==> src/rtl/muldiv_sequencer.sv <==
// Sequences the shared multiplier/divider: start pulse, bounded wait, HI/LO commit, status pulse.
// Optional completed-operation counter enabled by defining MULDIV_STATS_EN.
module muldiv_sequencer #(
    parameter int TIMEOUT = 40,
    parameter int CNT_W   = 6
) (
    input  logic        clk,
    input  logic        reset,
    input  logic        req_mult,
    input  logic        req_div,
    input  logic        mult_ready,
    input  logic        div_ready,
    input  logic        div_zero,
    output logic        mult_start,
    output logic        div_start,
    output logic        hi_wr,
    output logic        lo_wr,
    output logic        hilo_sel,
    output logic        busy,
    output logic        done,
    output logic        div_zero_exc,
    output logic        timeout_err,
    output logic [15:0] op_count
);

    typedef enum logic [3:0] {
        IDLE, START_M, WAIT_M, START_D, WAIT_D, WRITE, DONE, EXC, TMO
    } state_t;

    localparam logic [CNT_W-1:0] CNT_LAST = CNT_W'(TIMEOUT - 1);

    state_t           state;
    logic [CNT_W-1:0] cnt;

    // Outputs are registered alongside the state they belong to, so each one
    // is a pure function of the current state with no input-to-output path.
    always_ff @(posedge clk) begin
        if (reset) begin
            state        <= IDLE;
            cnt          <= '0;
            hilo_sel     <= 1'b0;
            mult_start   <= 1'b0;
            div_start    <= 1'b0;
            hi_wr        <= 1'b0;
            lo_wr        <= 1'b0;
            busy         <= 1'b0;
            done         <= 1'b0;
            div_zero_exc <= 1'b0;
            timeout_err  <= 1'b0;
        end else begin
            mult_start   <= 1'b0;
            div_start    <= 1'b0;
            hi_wr        <= 1'b0;
            lo_wr        <= 1'b0;
            done         <= 1'b0;
            div_zero_exc <= 1'b0;
            timeout_err  <= 1'b0;
            case (state)
                IDLE: begin
                    if (req_mult) begin
                        state      <= START_M;
                        hilo_sel   <= 1'b0;
                        mult_start <= 1'b1;
                        busy       <= 1'b1;
                    end else if (req_div) begin
                        state     <= START_D;
                        hilo_sel  <= 1'b1;
                        div_start <= 1'b1;
                        busy      <= 1'b1;
                    end
                end
                // Ready lines are not looked at here: they may still be stale.
                START_M: begin
                    state <= WAIT_M;
                    cnt   <= '0;
                end
                START_D: begin
                    state <= WAIT_D;
                    cnt   <= '0;
                end
                WAIT_M: begin
                    if (mult_ready) begin
                        state <= WRITE;
                        hi_wr <= 1'b1;
                        lo_wr <= 1'b1;
                    end else if (cnt == CNT_LAST) begin
                        state       <= TMO;
                        timeout_err <= 1'b1;
                    end else begin
                        cnt <= cnt + CNT_W'(1);
                    end
                end
                WAIT_D: begin
                    if (div_zero) begin
                        state        <= EXC;
                        div_zero_exc <= 1'b1;
                    end else if (div_ready) begin
                        state <= WRITE;
                        hi_wr <= 1'b1;
                        lo_wr <= 1'b1;
                    end else if (cnt == CNT_LAST) begin
                        state       <= TMO;
                        timeout_err <= 1'b1;
                    end else begin
                        cnt <= cnt + CNT_W'(1);
                    end
                end
                WRITE: begin
                    state <= DONE;
                    done  <= 1'b1;
                end
                DONE, EXC, TMO: begin
                    state <= IDLE;
                    busy  <= 1'b0;
                end
                default: begin
                    state <= IDLE;
                    busy  <= 1'b0;
                end
            endcase
        end
    end

`ifdef MULDIV_STATS_EN
    always_ff @(posedge clk) begin
        if (reset) begin
            op_count <= 16'h0000;
        end else if (state == DONE && op_count != 16'hFFFF) begin
            op_count <= op_count + 16'h0001;
        end
    end
`else
    assign op_count = 16'h0000;
`endif

endmodule

==> config.mk <==
export PLATFORM = sky130hd
export DESIGN_NAME = muldiv_sequencer
export DESIGN_NICKNAME = d
export VERILOG_FILES = /design/src/rtl/muldiv_sequencer.sv
export SDC_FILE = /design/constraint.sdc
export NUM_CORES = 1
export LEC_CHECK = 0
export CORE_ASPECT_RATIO = 1.5
export CORE_MARGIN = 2
export CORE_UTILIZATION = 41
export DETAILED_ROUTE_END_ITERATION = 12
export PLACE_DENSITY_LB_ADDON = 0.05
export SLEW_MARGIN = 30
export SYNTH_ARGS = -nofsm -noshare
export SYNTH_HDL_FRONTEND = slang
export SYNTH_SLANG_ARGS = --single-unit
export TNS_END_PERCENT = 50
==> constraint.sdc <==
create_clock -name clk -period 2.1 [get_ports clk]
set_clock_uncertainty 0.1 [all_clocks]
set_input_delay 0.42 -clock clk [delete_from_list [all_inputs] [get_ports clk]]
set_output_delay 0.42 -clock clk [all_outputs]
set_load 0.01 [all_outputs]
==> flow_metrics.tcl <==
set metrics [dict create \
    power_leakage_nw 0.498 \
    diodes 0 \
    worstHoldPathCells 1 \
    yosys_warnings 0 \
    crit_required_ns 2.24 \
    drc 0 \
    clkTransAtPathRegs_ns 0.11 \
    cts_buffers 3 \
    start_kind "flip-flop" \
    synth_xor_area_share_pct 0 \
    finalHoldViolCount 0 \
    ys.flop_type "dfxtp_1" \
    fillerInstances 229 \
    drt_iter0_markers 17 \
    grt_pass1_wl_um 4130 \
    post-place-cells 163 \
    post-route-min-period_ns 1.97 \
    insertion_delay_ns 0.29 \
    io_buffers 15 \
    gp_congestion 0.846 \
    relSlewSlack_pct 58.6 \
    crit_fanout 5 \
    area_delta_synth_final_pct 23.4 \
    synth_cell_types 33 \
    worstPathCellList "or4_4 -> mux2i_2 -> nand2b_1 -> buf_4 -> or3_1 -> a21oi_2" \
    synthesis.area_um2 1000 \
    wl_per_cell_um 13.8 \
    antenna_found_initial 0 \
    drtPass1Iterations 4 \
    synth_edf_count 0 \
    maxCapViolCount 0 \
    fin_cells 170 \
    io_pins 32 \
    ant_nets 0 \
    netlist_instances 121 \
    ir_drop_uv 456 \
    synthTopCellsByCount "18 x buf_4, 18 x dfxtp_1, 11 x nor2_1" \
    grt_overflow 0 \
    die-width_um 44.3 \
    avgSynthCellArea_um2 8.27 \
    synth_mux_area_share_pct 2.00 \
    critPathMaxStageDelay_ns 0.53 \
    hold_buffers 0 \
    rsz0062_at_grt "no" \
    synth_fa_ha_area_share_pct 1.25 \
    synthTopCellsByArea "dfxtp_1 36%, buf_4 14%, a21oi_1 5.0%" \
    worst_slew_pin_slew_ns 0.616 \
    crit_slowest_cell "or4_4" \
    ys_ff_latch 18 \
    grtUsageTotal_pct 18.9 \
    yosysSeqAreaShare_pct 36.0 \
    num_rows 21 \
    crit_path_end_kind "flip-flop" \
    hold_path_class "flip-flop to flip-flop" \
    tritoncts "built" \
    r2r_cells 6 \
    path_class "flip-flop to flip-flop" \
    fmax_mhz 507 \
    finalWirelength_um 2340 \
    hold_slack_ns 0.389 \
    htree_levels 1 \
    fin_crit_sh_pct 93.8 \
    dieArea_um2 2860 \
    clkSinkCount 18 \
    drive_above_1_share_pct 15.6 \
    fin_tns_setup_ns 0 \
    initial_utilization_pct 43.8 \
    fin_util_pct 54.0 \
    arrival_ns 2.11 \
    post-synth-top-area-fraction_pct 36.0 \
    core_region_area_um2 2290 \
    p_per_area_nw_per_um2 852 \
    cts_root_buf "clkbuf_4" \
    synth_top_family_by_area "simple AND/OR/NAND/NOR gates" \
    cts_buffer_depth 2 \
    die_y_um 64.5 \
    grt_pass1_vias 917 \
    power_mw 1.05 \
    synth_area_leader_cell "dfxtp_1" \
    yosys.area_share.simple_pct 23.6 \
    async_flop_share_pct 0 \
    setup_viol 0 \
    slew_violations 0 \
    hpwl_um 1710 \
    post_drt_via_cell_ratio 5.46 \
    nNetsFinal 156 \
    synth_compound_area_share_pct 17.5 \
    outcome "completed" \
    grt_max_degree 13 \
    vias 929 \
]
[cell families after synthesis]
group | count (synthesis)
AO/OA/AOI/OAI | 27
adder cells (fa/ha/maj) | 1
buffers and inverters | 29
flip-flops | 18
multiplexers | 2
other | 1
AND/OR/NAND/NOR | 43
[worst max-delay path: cells and delay by family (launching register included)]
family / cells / cell delay [ns]
AO/OA/AOI/OAI: 1 / 0.13
flip-flops: 1 / 0.34
AND/OR/NAND/NOR: 3 / 1.00
buffers and inverters: 1 / 0.16
multiplexers: 1 / 0.19
[layer usage]
layer  vias up  GRT usage, %  part of all wire [%]
met5         -             0                     0
met4         0          7.95                   2.0
met3         6          3.90                   3.4
met2        25          32.5                    55
met1       443          21.9                    39
li1        455             -                     -
[cell type report]
| cell class | instances | area (um2) | area share, % |
|---|---|---|---|
| multi-input combinational | 90 | 527 | 42.7 |
| clock buffer | 4 | 36.3 | 2.94 |
| timing repair buffer | 30 | 264 | 21.4 |
| tap | 23 | 28.8 | 2.33 |
| sequential | 18 | 360 | 29.2 |
| inverter | 5 | 18.8 | 1.52 |
[path summary, 6_finish.rpt]
check,startpoint,slack (ns),to
worst max register to register,state[0],0.13,cnt[0]
worst max-delay path,state[0],0.13,cnt[0]
worst min-delay path,busy,0.39,busy
worst min register to register,busy,0.39,busy
[state kept, by name (all words and copies together), names as in the netlist]
name,flops
timeout_err,1
state,4
hilo_sel,1
div_start,1
done,1
mult_start,1
busy,1
cnt,6
lo_wr,1
div_zero_exc,1
[repair_timing]
action,4_1_cts,5_1_grt
endpoints found under the hold margin,0,0
gates resized for setup,1,5
cloned,1,0
endpoints found under the setup margin,5,6
setup buffers,2,0
pin swaps,5,0
[where the power goes]
part / internal, mW / switching, mW
clock network: 0.106 / 0.111
logic: 0.201 / 0.226
registers: 0.381 / 0.0274
[layout by cell type (no fill, tap or decap), types with 3 or more instances in the layout]
| cell | Yosys | final |
|---|---|---|
| conb_1 | 1 | 16 |
| inv_1 | 5 | 5 |
| dfxtp_1 | 18 | 18 |
| buf_4 | 18 | 15 |
| clkdlybuf4s50_1 | 0 | 13 |
| nand2b_1 | 4 | 5 |
| clkbuf_4 | 0 | 3 |
| nor3_1 | 4 | 4 |
| nand2_1 | 5 | 5 |
| or4_1 | 6 | 5 |
| nor2_1 | 11 | 11 |
| o21ai_0 | 3 | 3 |
| o31ai_1 | 5 | 4 |
| a21oi_1 | 10 | 9 |
[per-stage QoR]
| step | worst slack (ns) | area [um2] |
|---|---|---|
| final | 0.130 | 1230 |
| after global routing | 0.0209 | 1230 |
| after detailed placement | -0.415 | 1160 |
| after global placement | -0.384 | 1160 |
| after CTS | 0.00698 | 1220 |
| after floorplan | 0.0809 | 1060 |
Note: power is estimated with default switching activity, not from simulation.
